<file path="src/rtl/sync_fifo_pkg.sv">
// Shared types and sizing for the synchronous FIFO read and write stages.
package sync_fifo_pkg;

    typedef enum logic [1:0] {
        BUF_EMPTY = 2'd0,
        BUF_ONE   = 2'd1,
        BUF_TWO   = 2'd2
    } buf_state_e;

    localparam int OUT_BUF_DEPTH = 2;

    // Pointer carries one wrap bit above the storage address so full and empty differ.
    function automatic int ptr_w(input int entries);
        return $clog2(entries) + 1;
    endfunction

endpackage

</file>
<file path="src/rtl/sync_fifo_out_buf.sv">
// Two-entry output buffer with head at entry 0; write lands the cycle after a storage read.
// deq_val/deq_msg are registered; msg holds while the consumer stalls.
module sync_fifo_out_buf
    import sync_fifo_pkg::*;
#(
    parameter int width = 32
) (
    input  logic             clk,
    input  logic             rst,
    input  logic             wr,
    input  logic [width-1:0] wdata,
    input  logic             pop,
    output logic             val,
    output logic [width-1:0] msg,
    output logic [1:0]       cnt
);

    buf_state_e       state;
    buf_state_e       state_next;
    logic [width-1:0] entry [OUT_BUF_DEPTH];
    logic             head_load;
    logic             tail_load;
    logic             head_from_tail;

    always_ff @(posedge clk) begin
        if (!rst) begin
            state <= BUF_EMPTY;
        end else begin
            state <= state_next;
        end
    end

    always_comb begin
        state_next     = state;
        head_load      = 1'b0;
        tail_load      = 1'b0;
        head_from_tail = 1'b0;
        case (state)
            BUF_EMPTY: begin
                if (wr) begin
                    state_next = BUF_ONE;
                    head_load  = 1'b1;
                end
            end
            BUF_ONE: begin
                if (wr && !pop) begin
                    state_next = BUF_TWO;
                    tail_load  = 1'b1;
                end else if (!wr && pop) begin
                    state_next = BUF_EMPTY;
                end else if (wr && pop) begin
                    head_load = 1'b1;
                end
            end
            BUF_TWO: begin
                if (pop) begin
                    head_from_tail = 1'b1;
                    if (wr) begin
                        tail_load = 1'b1;
                    end else begin
                        state_next = BUF_ONE;
                    end
                end
            end
            default: state_next = BUF_EMPTY;
        endcase
    end

    always_ff @(posedge clk) begin
        if (head_load) begin
            entry[0] <= wdata;
        end else if (head_from_tail) begin
            entry[0] <= entry[1];
        end
        if (tail_load) begin
            entry[1] <= wdata;
        end
    end

    // The issue rule never lets a word arrive into a full, stalled buffer.
    assert property (@(posedge clk) disable iff (!rst) !(state == BUF_TWO && wr && !pop));

    assign val = (state != BUF_EMPTY);
    assign msg = entry[0];
    assign cnt = state;

endmodule

</file>
<file path="src/rtl/sync_fifo_read_port.sv">
// Read side of the synchronous FIFO: issues storage reads, buffers two words, serves val/rdy.
// First word reaches deq_val two cycles after w_ptr advances; deq_rdy low stops reads after two.
module sync_fifo_read_port
    import sync_fifo_pkg::*;
#(
    parameter int depth     = 16,
    parameter int width     = 32,
    parameter int ptr_width = ptr_w(depth)
) (
    input  logic                 clk,
    input  logic                 rst,
    input  logic [ptr_width-1:0] w_ptr,
    output logic [ptr_width-1:0] r_ptr,
    output logic                 ren,
    output logic [ptr_width-2:0] raddr,
    input  logic [width-1:0]     rdata,
    output logic                 deq_val,
    input  logic                 deq_rdy,
    output logic [width-1:0]     deq_msg,
    output logic [ptr_width:0]   occupancy
);

    logic                 inflight;
    logic                 mem_empty;
    logic                 fire;
    logic [1:0]           buf_cnt;
    logic [1:0]           pending;
    logic [ptr_width-1:0] ptr_diff;

    assign mem_empty = (r_ptr == w_ptr);
    assign fire      = deq_val & deq_rdy;
    assign pending   = buf_cnt + {1'b0, inflight};

    // A pop this cycle frees the slot the word issued now will need, so reads run back-to-back.
    assign ren   = rst & ~mem_empty & ((pending < 2'(OUT_BUF_DEPTH)) | fire);
    assign raddr = r_ptr[ptr_width-2:0];

    always_ff @(posedge clk) begin
        if (!rst) begin
            r_ptr    <= '0;
            inflight <= 1'b0;
        end else begin
            r_ptr    <= r_ptr + ptr_width'(ren);
            inflight <= ren;
        end
    end

    sync_fifo_out_buf #(
        .width(width)
    ) u_out_buf (
        .clk   (clk),
        .rst   (rst),
        .wr    (inflight),
        .wdata (rdata),
        .pop   (fire),
        .val   (deq_val),
        .msg   (deq_msg),
        .cnt   (buf_cnt)
    );

    assign ptr_diff  = w_ptr - r_ptr;
    assign occupancy = (ptr_width+1)'(ptr_diff) + (ptr_width+1)'(inflight)
                     + (ptr_width+1)'(buf_cnt);

endmodule
</file>
<file path="config.mk">
export PLATFORM = sky130hd
export DESIGN_NAME = sync_fifo_read_port
export DESIGN_NICKNAME = d
export VERILOG_FILES = /design/src/rtl/sync_fifo_pkg.sv /design/src/rtl/sync_fifo_out_buf.sv /design/src/rtl/sync_fifo_read_port.sv
export SDC_FILE = /design/constraint.sdc
export NUM_CORES = 1
export LEC_CHECK = 0
export BUFFER_PORTS_ARGS = -buffer_cell sky130_fd_sc_hd__buf_4
export CAP_MARGIN = 20
export CELL_PAD_IN_SITES_DETAIL_PLACEMENT = 1
export CELL_PAD_IN_SITES_GLOBAL_PLACEMENT = 2
export CORE_ASPECT_RATIO = 0.6
export CORE_UTILIZATION = 33
export DETAILED_ROUTE_END_ITERATION = 10
export GPL_TIMING_DRIVEN = 0
export PLACE_DENSITY = 0.81
export SLEW_MARGIN = 10
export SYNTH_ARGS = -nofsm -noshare
export SYNTH_HDL_FRONTEND = slang
export SYNTH_SLANG_ARGS = --single-unit
export TNS_END_PERCENT = 10
</file>
<file path="constraint.sdc">
create_clock -name clk -period 3.6 [get_ports clk]
set_clock_uncertainty 0.2 [all_clocks]
set_input_delay 0.36 -clock clk [delete_from_list [all_inputs] [get_ports clk]]
set_output_delay 0.36 -clock clk [all_outputs]
set_load 0.05 [all_outputs]
</file>
==> results by group <==
Outcome
  • Status: completed

STA
  • Worst Tran Pin Value: 0.558 ns
  • Slew Viols, Final: 0
  • Fmax: 309 MHz
  • Final Hold Fails: 0
  • Post-route minimum period: 3.23 ns
  • RSZ-0062 raised after global routing: false
  • Final setup violating endpoints: 0
  • Setup WS post-layout: 0.367 ns
  • Max-slew headroom: 62.7%
  • Period utilisation layout: 89.8%

Logic synthesis
  • Synth area leaders: edfxtp_1, mux2_4, buf_4, dfxtp_1, ha_1
  • Yosys reg bits: 72
  • Number of synthesized flops with an enable pin: 64
  • Top-count cell post-synth: edfxtp_1
  • Post-synthesis sequential area ratio: 60.3%
  • Asr flop ratio synth: 0%
  • Warnings from Yosys: 0
  • Mean Syn Cell Area: 15.6 um^2
  • Commonest cells in the netlist: edfxtp_1, buf_4, mux2_4
  • Post-Syn Nets: 275
  • Syn Inst Count: 221
  • Top-area cell type share of the netlist area: 55.7%
  • Cell variety after synth: 32
  • Ys flop type: edfxtp_1
  • Synth area leader: edfxtp_1
  • Post-Syn Area: 3450 um^2

Critical path
  • Critical path's slowest cell: fa_1
  • WP buf/inv: 2
  • Cell mode on critical path: fa_1
  • CP Data Arrival Time: 2.67 ns
  • Kind of critical path: flop to output port
  • CP peak stage delay: 0.50 ns
  • CP endpoint kind: output port
  • Worst Path Max Fanout: 4
  • Delay-heaviest family, CP: adder cells
  • Worst Setup Start Kind: flop
  • Cell Chain, Critical Path: ha_1 > inv_1 > fa_1 > fa_1 > nor3b_1 > mux2i_1 > xnor2_1 > buf_4
  • Worst Path Required: 3.04 ns

Clocking
  • CTS clk-pin slew, worst paths: 0.06 ns
  • Clk sinks: 72
  • Clk buf depth: 2
  • Hold-fix buffers, CTS: 8
  • H-Tree Depth: 3
  • Setup repair bufs after CTS: 0
  • Worst-skew pair later-pin latency: 0.33 ns
  • Post-cts repair resize count: 0
  • CTS buffer count: 9
  • TritonCTS clock tree: built
  • CTS root buf: clkbuf_16

Global routing
  • Initial antenna violation count: 0
  • Total track usage: 13.6%
  • First-pass GRT wire length: 10.8 mm
  • Vias in the first global route: 2,093
  • Total grt overflow: 0
  • Largest net degree at the start of global routing: 22

Die
  • Ports: 89
  • Starting Density: 34.4%
  • Core area: 10,000 um^2
  • Die width: 134 um
  • FP Rows: 28
  • Die Height: 81.2 um
  • Die Area: 10,900 um^2

Routing
  • Drt wl/cell: 14.7 um
  • Routed WL: 6.91 mm
  • Initial DRC count: 66
  • Total vias in the final route: 2,007
  • Final antenna-violating net count: 0
  • Routed vias/inst: 4.26
  • Drt drc: 0
  • 1st-pass router iterations: 4

Worst hold path
  • Hold crit path type: input pin to flop

Power
  • Leakage: 2.07 nW
  • Peak supply drop: 0.293 mV
  • Pint: 2.12 mW
  • P_sw: 1.28 mW
  • PD cells: 717 nW/um^2
  • Overall Power: 3.40 mW
  • Comb power frac: 40.4%
  • Switching share of power: 37.5%
  • Clock share of power: 26.0%
  • Part of the power in registers: 33.5%

Layout
  • ANT cells: 0
  • P&R area growth vs syn: 37.5%
  • Layout cells sized above 1: 53.6%
  • Final net count: 385

Place
  • PortBufs: 88
  • Detailed Place HPWL: 5.18 mm
  • RD Place Congestion: 0.759
  • DP Worst Slack: 0.591 ns

Flow run
  • Total of max-cap violations: 0
[worst register-to-register path: cells and delay by family (launching register included)]
family	cells	cell delay, ns
AOI/OAI and AO/OA	1	0.22
xor gates and xnor gates	1	0.15
adders and majority gates	3	0.67
buffers and inverters	1	0.11
DFF	1	0.50
and+or+nand+nor	3	0.53
[logic make-up after synthesis]
group / synth area share [%]
adder cells (fa/ha/maj): 5.73
AND/OR/NAND/NOR: 3.74
buffers and inverters: 10.0
flip-flops: 60.3
AO/OA/AOI/OAI: 2.83
multiplexers: 14.3
XOR/XNOR: 3.05
[registers in the layout, indices dropped and copies added (netlist names)]
| signal | flops |
|---|---|
| r_ptr | 5 |
| inflight | 1 |
| u_out_buf.cnt | 2 |
| u_out_buf.entry | 64 |
[layout by cell type, fill, tap and decap left out, types with 2 or more instances in the layout]
cell / synthesis / routed
nand2_1: 7 / 7
inv_6: 0 / 2
xor2_1: 5 / 5
buf_16: 0 / 2
buf_4: 36 / 124
dlygate4sd3_1: 0 / 9
mux2_4: 30 / 30
mux2i_1: 2 / 2
inv_1: 9 / 9
nor2_1: 3 / 3
clkbuf_16: 0 / 9
and2_1: 5 / 5
clkinvlp_4: 0 / 2
buf_6: 3 / 3
dfxtp_1: 8 / 8
fa_1: 3 / 3
mux2_1: 2 / 2
ha_1: 11 / 11
edfxtp_1: 64 / 64
nand3_1: 2 / 2
a21oi_1: 8 / 7
xnor2_1: 7 / 7
[layer usage]
layer / up-vias / part of all wire (%) / GRT usage (%)
li1: 977 / - / -
met1: 954 / 49 / 18.0
met2: 65 / 43 / 20.1
met3: 11 / 6.9 / 5.31
met4: 0 / 1.3 / 5.06
met5: - / 0 / 0
[stage by stage]
step,instances,TNS [ns],utilization [%],hold WS [ns],instance area [um^2]
floorplan,221,0,-,0.259,3450
global placement,444,-24.56,42.7,0.312,4280
detailed placement,446,0,43.5,0.326,4360
CTS,470,0,47.3,0.000161,4730
global route,471,0,47.4,0.000712,4740
finish,471,0,47.4,0.0140,4740
[layout make-up]
cell class,count,area (um^2)
Fill cell,1042,5280
Sequential cell,72,2080
Multi-Input combinational cell,99,1040
Timing Repair Buffer,99,806
Buffer,40,309
Clock buffer,10,229
Tap cell,135,169
Clock inverter,6,67.6
Inverter,10,37.5
[power by group through the flow]
| stage | Combinational, mW | Sequential (mW) | Clock (mW) |
|---|---|---|---|
| after detailed placement | 1.39 | 1.16 | 0 |
| after global routing | 1.46 | 1.16 | 0.949 |
| after global placement | 1.30 | 1.17 | 0 |
| final | 1.38 | 1.14 | 0.885 |
| after floorplan | 0.957 | 1.17 | 0 |
| after CTS | 1.40 | 1.14 | 0.917 |
[worst paths after layout]
path | start | endpoint | slack [ns] | depth (start not counted)
worst max-delay path | r_ptr[0] | occupancy[4] | 0.37 | 8
worst min-delay path | rdata[23] | u_out_buf.entry[0][55] | 0.01 | 1
worst min register to register | u_out_buf.entry[0][32] | u_out_buf.entry[0][0] | 0.33 | 1
worst max register to register | u_out_buf.cnt[1] | r_ptr[4] | 1.13 | 9
(Power assumes the default switching activity.)
